File: src/rtl/count_tracker_pkg.sv
// count_tracker_pkg: shared state/step encodings and stats width for count_tracker.
// Rev 1.0
`default_nettype none

package count_tracker_pkg;

  localparam int STAT_W = 8;

  typedef enum logic [1:0] {
    UNLOCKED    = 2'd0,
    LOCKED_UP   = 2'd1,
    LOCKED_DOWN = 2'd2
  } state_t;

  typedef enum logic [1:0] {
    UP   = 2'd0,
    DOWN = 2'd1,
    SAME = 2'd2,
    JUMP = 2'd3
  } step_t;

endpackage

`default_nettype wire

File: src/rtl/step_classify.sv
// step_classify: combinational prev -> count_in step classifier (modulo 2^WIDTH).
// Rev 1.0
`default_nettype none

module step_classify
  import count_tracker_pkg::*;
#(
  parameter int WIDTH = 4
) (
  input  logic [WIDTH-1:0] prev,
  input  logic [WIDTH-1:0] count_in,
  output step_t            step,
  output logic             is_max_prev,
  output logic             is_zero_prev
);

  logic [WIDTH-1:0] prev_inc;
  logic [WIDTH-1:0] prev_dec;

  assign prev_inc = prev + WIDTH'(1);
  assign prev_dec = prev - WIDTH'(1);

  // UP is tested first so a 1-bit counter (where +1 == -1) reads as UP.
  always_comb begin
    step = JUMP;
    if (count_in == prev_inc) begin
      step = UP;
    end else if (count_in == prev_dec) begin
      step = DOWN;
    end else if (count_in == prev) begin
      step = SAME;
    end
  end

  assign is_max_prev  = &prev;
  assign is_zero_prev = ~|prev;

endmodule

`default_nettype wire

File: src/rtl/count_tracker.sv
// count_tracker: locks onto an up/down count sequence, flags bad steps and wraps.
// Rev 1.0. Optional err/wrap statistics counters built only with COUNT_TRACKER_STATS_EN.
`default_nettype none

module count_tracker
  import count_tracker_pkg::*;
#(
  parameter int WIDTH     = 4,
  parameter int ERR_LIMIT = 3
) (
  input  logic              clk,
  input  logic              rst,
  input  logic              sample_valid,
  input  logic [WIDTH-1:0]  count_in,
  input  logic              load_in,
  output logic              locked,
  output logic              dir_out,
  output logic              step_err,
  output logic              wrap_pulse,
  output logic [STAT_W-1:0] err_count,
  output logic [STAT_W-1:0] wrap_count
);

  localparam logic [3:0] LIMIT = 4'(ERR_LIMIT);

  state_t           state, state_nxt;
  logic [WIDTH-1:0] prev, prev_nxt;
  logic             have_prev, have_prev_nxt;
  logic [3:0]       consec_err, consec_err_nxt;
  logic             dir_nxt;
  logic             step_err_nxt;
  logic             wrap_nxt;
  logic             bad_step;
  logic [3:0]       consec_inc;

  step_t step;
  logic  is_max_prev;
  logic  is_zero_prev;

  step_classify #(
    .WIDTH (WIDTH)
  ) u_classify (
    .prev         (prev),
    .count_in     (count_in),
    .step         (step),
    .is_max_prev  (is_max_prev),
    .is_zero_prev (is_zero_prev)
  );

  assign consec_inc = consec_err + 4'd1;

  always_comb begin
    state_nxt      = state;
    prev_nxt       = prev;
    have_prev_nxt  = have_prev;
    consec_err_nxt = consec_err;
    dir_nxt        = dir_out;
    step_err_nxt   = 1'b0;
    wrap_nxt       = 1'b0;
    bad_step       = 1'b0;

    if (sample_valid) begin
      prev_nxt = count_in;
      case (state)
        UNLOCKED: begin
          if (!have_prev) begin
            have_prev_nxt = 1'b1;
          end else if (step == UP) begin
            state_nxt = LOCKED_UP;
            dir_nxt   = 1'b1;
          end else if (step == DOWN) begin
            state_nxt = LOCKED_DOWN;
            dir_nxt   = 1'b0;
          end
        end
        LOCKED_UP: begin
          if (load_in) begin
            consec_err_nxt = 4'd0;
          end else if (step == UP) begin
            consec_err_nxt = 4'd0;
            wrap_nxt       = is_max_prev;
          end else if (step == DOWN) begin
            state_nxt      = LOCKED_DOWN;
            dir_nxt        = 1'b0;
            consec_err_nxt = 4'd0;
            wrap_nxt       = is_zero_prev;
          end else begin
            bad_step = 1'b1;
          end
        end
        LOCKED_DOWN: begin
          if (load_in) begin
            consec_err_nxt = 4'd0;
          end else if (step == DOWN) begin
            consec_err_nxt = 4'd0;
            wrap_nxt       = is_zero_prev;
          end else if (step == UP) begin
            state_nxt      = LOCKED_UP;
            dir_nxt        = 1'b1;
            consec_err_nxt = 4'd0;
            wrap_nxt       = is_max_prev;
          end else begin
            bad_step = 1'b1;
          end
        end
        default: begin
          state_nxt = UNLOCKED;
        end
      endcase

      // Lock drops on the same sample that raises the ERR_LIMIT-th error.
      if (bad_step) begin
        step_err_nxt = 1'b1;
        if (consec_inc >= LIMIT) begin
          state_nxt      = UNLOCKED;
          have_prev_nxt  = 1'b0;
          consec_err_nxt = 4'd0;
        end else begin
          consec_err_nxt = consec_inc;
        end
      end
    end
  end

  always_ff @(posedge clk or negedge rst) begin
    if (!rst) begin
      state      <= UNLOCKED;
      prev       <= '0;
      have_prev  <= 1'b0;
      consec_err <= 4'd0;
      dir_out    <= 1'b1;
      step_err   <= 1'b0;
      wrap_pulse <= 1'b0;
    end else begin
      state      <= state_nxt;
      prev       <= prev_nxt;
      have_prev  <= have_prev_nxt;
      consec_err <= consec_err_nxt;
      dir_out    <= dir_nxt;
      step_err   <= step_err_nxt;
      wrap_pulse <= wrap_nxt;
    end
  end

  assign locked = (state != UNLOCKED);

`ifdef COUNT_TRACKER_STATS_EN
  always_ff @(posedge clk or negedge rst) begin
    if (!rst) begin
      err_count  <= '0;
      wrap_count <= '0;
    end else begin
      if (step_err_nxt && (err_count != {STAT_W{1'b1}})) begin
        err_count <= err_count + STAT_W'(1);
      end
      if (wrap_nxt) begin
        wrap_count <= wrap_count + STAT_W'(1);
      end
    end
  end
`else
  assign err_count  = '0;
  assign wrap_count = '0;
`endif

endmodule

`default_nettype wire
File: config.mk
export PLATFORM = sky130hd
export DESIGN_NAME = count_tracker
export DESIGN_NICKNAME = d
export VERILOG_FILES = /design/src/rtl/count_tracker_pkg.sv /design/src/rtl/step_classify.sv /design/src/rtl/count_tracker.sv
export SDC_FILE = /design/constraint.sdc
export NUM_CORES = 1
export LEC_CHECK = 0
export CELL_PAD_IN_SITES_DETAIL_PLACEMENT = 2
export CELL_PAD_IN_SITES_GLOBAL_PLACEMENT = 2
export CORE_MARGIN = 5
export CORE_UTILIZATION = 28
export DETAILED_ROUTE_END_ITERATION = 8
export GPL_ROUTABILITY_DRIVEN = 0
export PLACE_DENSITY_LB_ADDON = 0.1
export SLEW_MARGIN = 5
export SYNTH_ARGS = -nofsm -noshare
export SYNTH_HDL_FRONTEND = slang
export SYNTH_HIERARCHICAL = 1
export SYNTH_SLANG_ARGS = --single-unit
File: constraint.sdc
create_clock -name clk -period 2.1 [get_ports clk]
set_input_delay 0.42 -clock clk [delete_from_list [all_inputs] [get_ports clk]]
set_output_delay 0.42 -clock clk [all_outputs]
set_load 0.01 [all_outputs]
==> results of run 1 <==
cell usage in the layout (no fill, tap or decap), types with 3 or more instances in the layout:
cell type	synthesis	routed
clkdlybuf4s50_1	0	9
clkbuf_8	1	4
xnor2_1	5	3
mux2_2	4	4
dfrtp_1	13	13
nand2b_1	6	5
ha_1	9	7
buf_6	1	3
buf_4	16	25
nor3_1	4	3
a21oi_1	5	3
conb_1	1	16
inv_1	9	8
through the flow:
step | total power [mW] | cells | setup slack (ns) | util, %
after floorplan | 0.770 | 133 | -0.0691 | -
after global placement | 1.01 | 201 | -0.713 | 35.1
after detailed placement | 1.04 | 201 | -0.740 | 35.1
after CTS | 1.40 | 210 | -0.327 | 39.0
after global routing | 1.56 | 211 | -0.354 | 41.0
final | 1.45 | 211 | -0.270 | 41.0
report_power, final:
part           internal, mW  switching [mW]  total (mW)
Combinational         0.406           0.415       0.821
Clock                 0.166           0.103       0.269
Sequential            0.309          0.0515       0.361
flip-flops by register name, indices dropped and copies added (netlist names), named ones only:
signal,flops
state,2
step_err,1
prev,4
wrap_pulse,1
have_prev,1
consec_err,4
worst register-to-register path: stages (launching register included):
cell and delay, ns:
dfrtp_1 0.40, buf_6 0.13, ha_4 0.15, xor3_1 0.22
nor3b_4 0.26, buf_6 0.14, a21oi_4 0.07, a211o_1 0.32
a221o_1 0.37, a21oi_2 0.15, a21oi_1 0.05
final cells by class:
type                    instances  share of cell area (%)
repair buffers                 40                    20.3
well taps                      52                    3.70
clock buffers                   4                    3.13
flip-flops and latches         14                    20.0
inverters                       9                    2.06
multi-input cells              92                    50.9
layer usage:
metal | share of wire [%] | routed length, um
met1 | 43 | 1400
met2 | 54 | 1770
met3 | 3.0 | 99
met4 | 0.58 | 19
met5 | 0 | 0
final timing paths:
kind                                           startpoint                   endpoint  slack, ns
worst max-delay path                  prev[1]$_DFFE_PN0P_       state[1]$_DFFE_PN0P_      -0.27
max in group asynchronous                             rst                  async pin       1.36
worst min-delay path                          count_in[3]        prev[3]$_DFFE_PN0P_       0.48
worst min register to register  consec_err[3]$_DFFE_PN0P_  consec_err[3]$_DFFE_PN0P_       0.55
min in group asynchronous                             rst       state[1]$_DFFE_PN0P_       0.50
worst max register to register        prev[1]$_DFFE_PN0P_       state[1]$_DFFE_PN0P_      -0.27
cells by family after synthesis:
logic type,after synthesis
compound gates,22
xor+xnor,9
fa+ha+maj,9
buf+inv,27
flops,14
mux,5
other cells,1
simple gates,31
repair_timing:
item | 4_1_cts | 5_1_grt
resized for setup | 17 | 12
pin swaps | 14 | 10
buffers inserted | 5 | 1
setup endpoints to repair | 8 | 11
==> flow_summary.yaml, run 1 <==
status:
  status: "finished, violations left"
  violations: "negative setup slack"
global_route:
  grt_overflow: 0
  grt_pass1_vias: 1097
  grt_max_degree: 15
  grt-busiest-layer: "met2"
  grt.met2_usage_pct: 21.0
  grtUsageMet3_pct: 2.25
  grt_use_met1_pct: 15.0
  grt_pass1_wl_mm: 5.57
  grt_use_total_pct: 12.0
  grt_antenna_before_repair: 0
synth:
  yosysTopAreaCellShare_pct: 26.7
  synth_mux_area_share_pct: 4.51
  syn_area_mm2: 0.00122
  ys_warn_count: 6
  synth_edf_count: 0
  avgSynthCellArea_um2: 10.3
  ys.flop_type: "dfrtp_1"
  synth_common_cells: "buf_4, dfrtp_1, ha_1, inv_1, nand2b_1"
  yosys.area_share.adder_pct: 9.23
  syn_inst: 118
  async_flop_share_pct: 100
  yosys.area.top_type: "dfrtp_1"
  ys_seq_elements: 14
  synth_top_family_by_area: "simple AND/OR/NAND/NOR gates"
  synth.most_common_cell: "buf_4"
  ys_types: 44
  ys_seq_area_share_pct: 28.8
  synth_xor_xnor_area_share_pct: 8.92
  synth_area_leaders: "dfrtp_1, buf_4, ha_1"
  synth-compound-area-share_pct: 16.7
  synth-simple-area-share_pct: 16.8
detailed_routing:
  first_pass_iters: 2
  wire_per_inst_um: 15.6
  routed_wl_mm: 3.29
  vias: 962
  viasPerCell: 4.56
  drc: 0
  drt_iter0_drc: 24
  ant_nets: 0
critical_path:
  crit_chain: "buf_6 -> ha_4 -> xor3_1 -> nor3b_4 -> buf_6 -> a21oi_4 -> a211o_1 -> a221o_1 -> a21oi_2 -> a21oi_1"
  critical_path_peak_fanout: 5
  worst-setup-path-type: "reg2reg"
  cp_top_family: "compound AO/OA/AOI/OAI gates"
  slowest_stage: "dfrtp_1"
  cpMostUsedCell: "buf_6"
  slowest_delay_ns: 0.40
  cp.required_ns: 2.23
  rr_worst_depth: 10
  cp.arrival_ns: 2.50
  end_kind: "flip-flop"
  cp.depth: 10
  worstSetupStartpointType: "flip-flop"
  crit_buf_inv: 2
clock_tree:
  cts_num_sinks: 14
  clk_pin_slew_ns: 0.07
  root_buffer: "clkbuf_8"
  clk_latency_ns: 0.24
  cts_inserted_buffers: 3
  htreeDepth: 1
  clockBufferDepth: 2
  cts_tree: "done"
  cts_hold_buf: 0
final_layout:
  stdcell_area_mm2: 0.00176
  areaGrowthSynthToFinish_pct: 44.3
  drive_gt1_share_pct: 42.1
  diodes: 0
  nets: 177
  multi_input_comb_area_um2: 896
  fillerInstances: 460
  regArea_um2: 352
hold_path:
  hold_depth: 2
  worstHoldPathType: "in2reg"
flow_run:
  drv_cap: 0
timing:
  whs_ns: 0.484
  setup_viol: 8
  period_minus_slack_ns: 2.37
  rsz0062_at_grt: "yes"
  min_period_over_period_pct: 113
  slew_viol_final: 0
  hold_viol: 0
  clock.fmax_mhz: 422
  timing.final.ws_setup_ns: -0.270
  finalSetupTns_ns: -0.733
  finalClockSkew_ns: 0.00477
floorplan:
  die_area_mm2: 0.00578
  initial_utilization_pct: 28.4
  io_pins: 28
  die_x_um: 76.0
  die_h_um: 76.0
  core_mm2: 0.00429
  num_rows: 24
pwr:
  power.ir.vdd_worst_v: 0.000298
  p_leak_nw: 0.819
  p_per_area_mw_per_mm2: 825
placement:
  port_buffers: 11
  dpl_cell_area_mm2: 0.00151
  place_hpwl_mm: 2.61
No activity file was read; power rests on OpenSTA's default activity.
==> run 2: changes to the inputs <==
--- a/config.mk
+++ b/config.mk
@@ -5,9 +5,9 @@
 export SDC_FILE = /design/constraint.sdc
 export NUM_CORES = 1
 export LEC_CHECK = 0
+export CAP_MARGIN = 20
 export CELL_PAD_IN_SITES_DETAIL_PLACEMENT = 2
 export CELL_PAD_IN_SITES_GLOBAL_PLACEMENT = 2
-export CORE_MARGIN = 5
 export CORE_UTILIZATION = 28
 export DETAILED_ROUTE_END_ITERATION = 8
 export GPL_ROUTABILITY_DRIVEN = 0
==> run 2 against run 1 <==
Against the previous run: the flow still finishes with violations (negative setup slack); clock skew is 0.0021 ns higher; clock power hardly changed; via count is 4.5% lower; total power is 4.8% lower; non-clock buffer count is 8 lower; critical endpoint unchanged; largest power group unchanged.
==> flow_summary.yaml, run 2 (same netlist as run 1, synthesis figures left out) <==
status:
  status: "finished, violations left"
  violations: "negative setup slack"
timing:
  whs_ns: 0.476
  rsz0062_at_grt: "yes"
  period_minus_slack_ns: 2.18
  slew_viol_final: 0
  clock.fmax_mhz: 458
  min_period_over_period_pct: 104
  hold_viol: 0
  timing.final.ws_setup_ns: -0.0835
  setup_viol: 4
  finalClockSkew_ns: 0.00686
detailed_routing:
  wl_met2_mm: 1.67
  vias: 919
  first_pass_iters: 3
  routed_wl_mm: 3.16
  wire_per_inst_um: 15.7
  wl_met3_um: 119
  ant_nets: 0
  drc: 0
  drt_iter0_drc: 14
  met1_length_mm: 1.32
  highest_layer: "met4"
  viasPerCell: 4.57
clock_tree:
  clockBufferDepth: 2
  clk_pin_slew_ns: 0.07
  cts_tree: "done"
  cts_hold_buf: 0
  root_buffer: "clkbuf_8"
  cts_num_sinks: 14
  cts_inserted_buffers: 3
  htreeDepth: 1
  clk_latency_ns: 0.25
final_layout:
  layout_commonest_cell: "buf_4"
  top_regs: "consec_err (4), prev (4), state (2)"
  mostFrequentLayoutCells: "buf_4, conb_1, dfrtp_1, clkdlybuf4s50_1"
  areaGrowthSynthToFinish_pct: 35.4
  fin_util_pct: 40.4
  diodes: 0
  nets: 169
  drive_gt1_share_pct: 40.4
critical_path:
  cp.required_ns: 2.24
  cp.arrival_ns: 2.32
  critical_path_peak_fanout: 6
  worstSetupStartpointType: "flip-flop"
  worst-setup-path-type: "reg2reg"
  end_kind: "flip-flop"
global_route:
  grt_antenna_before_repair: 0
  grt_pass1_wl_mm: 5.13
  grt_max_degree: 15
  grt_overflow: 0
  grt_pass1_vias: 1048
  grt_use_total_pct: 15.6
flow_run:
  drv_cap: 0
pwr:
  p_leak_nw: 0.765
  p_per_area_mw_per_mm2: 837
  power.ir.vdd_worst_v: 0.000270
floorplan:
  io_pins: 28
  die_h_um: 68.0
  num_rows: 23
  die_area_mm2: 0.00462
  die_x_um: 68.0
  core_mm2: 0.00409
  initial_utilization_pct: 29.9
placement:
  place_hpwl_mm: 2.50
  port_buffers: 11
hold_path:
  worstHoldPathType: "in2async"
run 2: final timing paths:
| check | startpoint | endpoint | slack, ns | cells past startpoint |
|---|---|---|---|---|
| worst max-delay path | prev[0]$_DFFE_PN0P_ | state[1]$_DFFE_PN0P_ | -0.08 | 8 |
| worst min-delay path | rst | consec_err[2]$_DFFE_PN0P_ | 0.48 | 2 |
| worst max register to register | prev[0]$_DFFE_PN0P_ | state[1]$_DFFE_PN0P_ | -0.08 | 8 |
| worst min register to register | flip-flop | flip-flop | 0.53 | 2 |
| max in group asynchronous | rst | async pin | 1.37 | 2 |
| min in group clk | count_in[3] | prev[3]$_DFFE_PN0P_ | 0.48 | 2 |
run 2: layer usage:
| layer | vias up | track usage [%] |
|---|---|---|
| met2 | 26 | 27.3 |
| met4 | 0 | 5.21 |
| met3 | 6 | 4.50 |
| met1 | 445 | 17.8 |
| met5 | - | 0 |
| li1 | 442 | - |
run 2: final cells by class:
class,instances,area [um2]
Clock buffer,4,55.1
Fill cell,445,2430
Inverter,9,33.8
Multi-Input combinational cell,92,870
Sequential cell,14,352
Tap cell,50,62.6
Timing Repair Buffer,32,279
run 2: repair_timing:
| item | CTS | global route |
|---|---|---|
| setup endpoints to repair | 9 | 10 |
| setup buffers | 1 | 1 |
| pin swaps | 11 | 7 |
| gates resized for setup | 11 | 15 |
run 2: per-stage QoR:
| stage | worst slack (ns) | power [mW] | instance area (um2) | cells | TNS [ns] |
|---|---|---|---|---|---|
| global placement | -0.721 | 0.974 | 1460 | 195 | -4.15 |
| finish | -0.0835 | 1.38 | 1650 | 201 | -0.130 |
| global route | -0.230 | 1.49 | 1650 | 201 | -1.27 |
| detailed placement | -0.701 | 0.994 | 1460 | 195 | -4.74 |
| floorplan | -0.0691 | 0.770 | 1290 | 133 | -0.0691 |
| CTS | -0.252 | 1.33 | 1570 | 200 | -1.13 |
run 2: worst max-delay path, cell delays in order, from the launching register on:
cell,delay (ns)
dfrtp_1,0.39
ha_2,0.21
xor3_1,0.26
nor3b_4,0.25
a22oi_2,0.15
a211o_1,0.29
a221o_1,0.33
a21oi_2,0.14
a21oi_1,0.05
run 2: report_power, final:
| group | switching [mW] | internal [mW] |
|---|---|---|
| Combinational | 0.394 | 0.355 |
| Clock | 0.106 | 0.166 |
| Sequential | 0.0506 | 0.310 |
| Total | 0.551 | 0.831 |
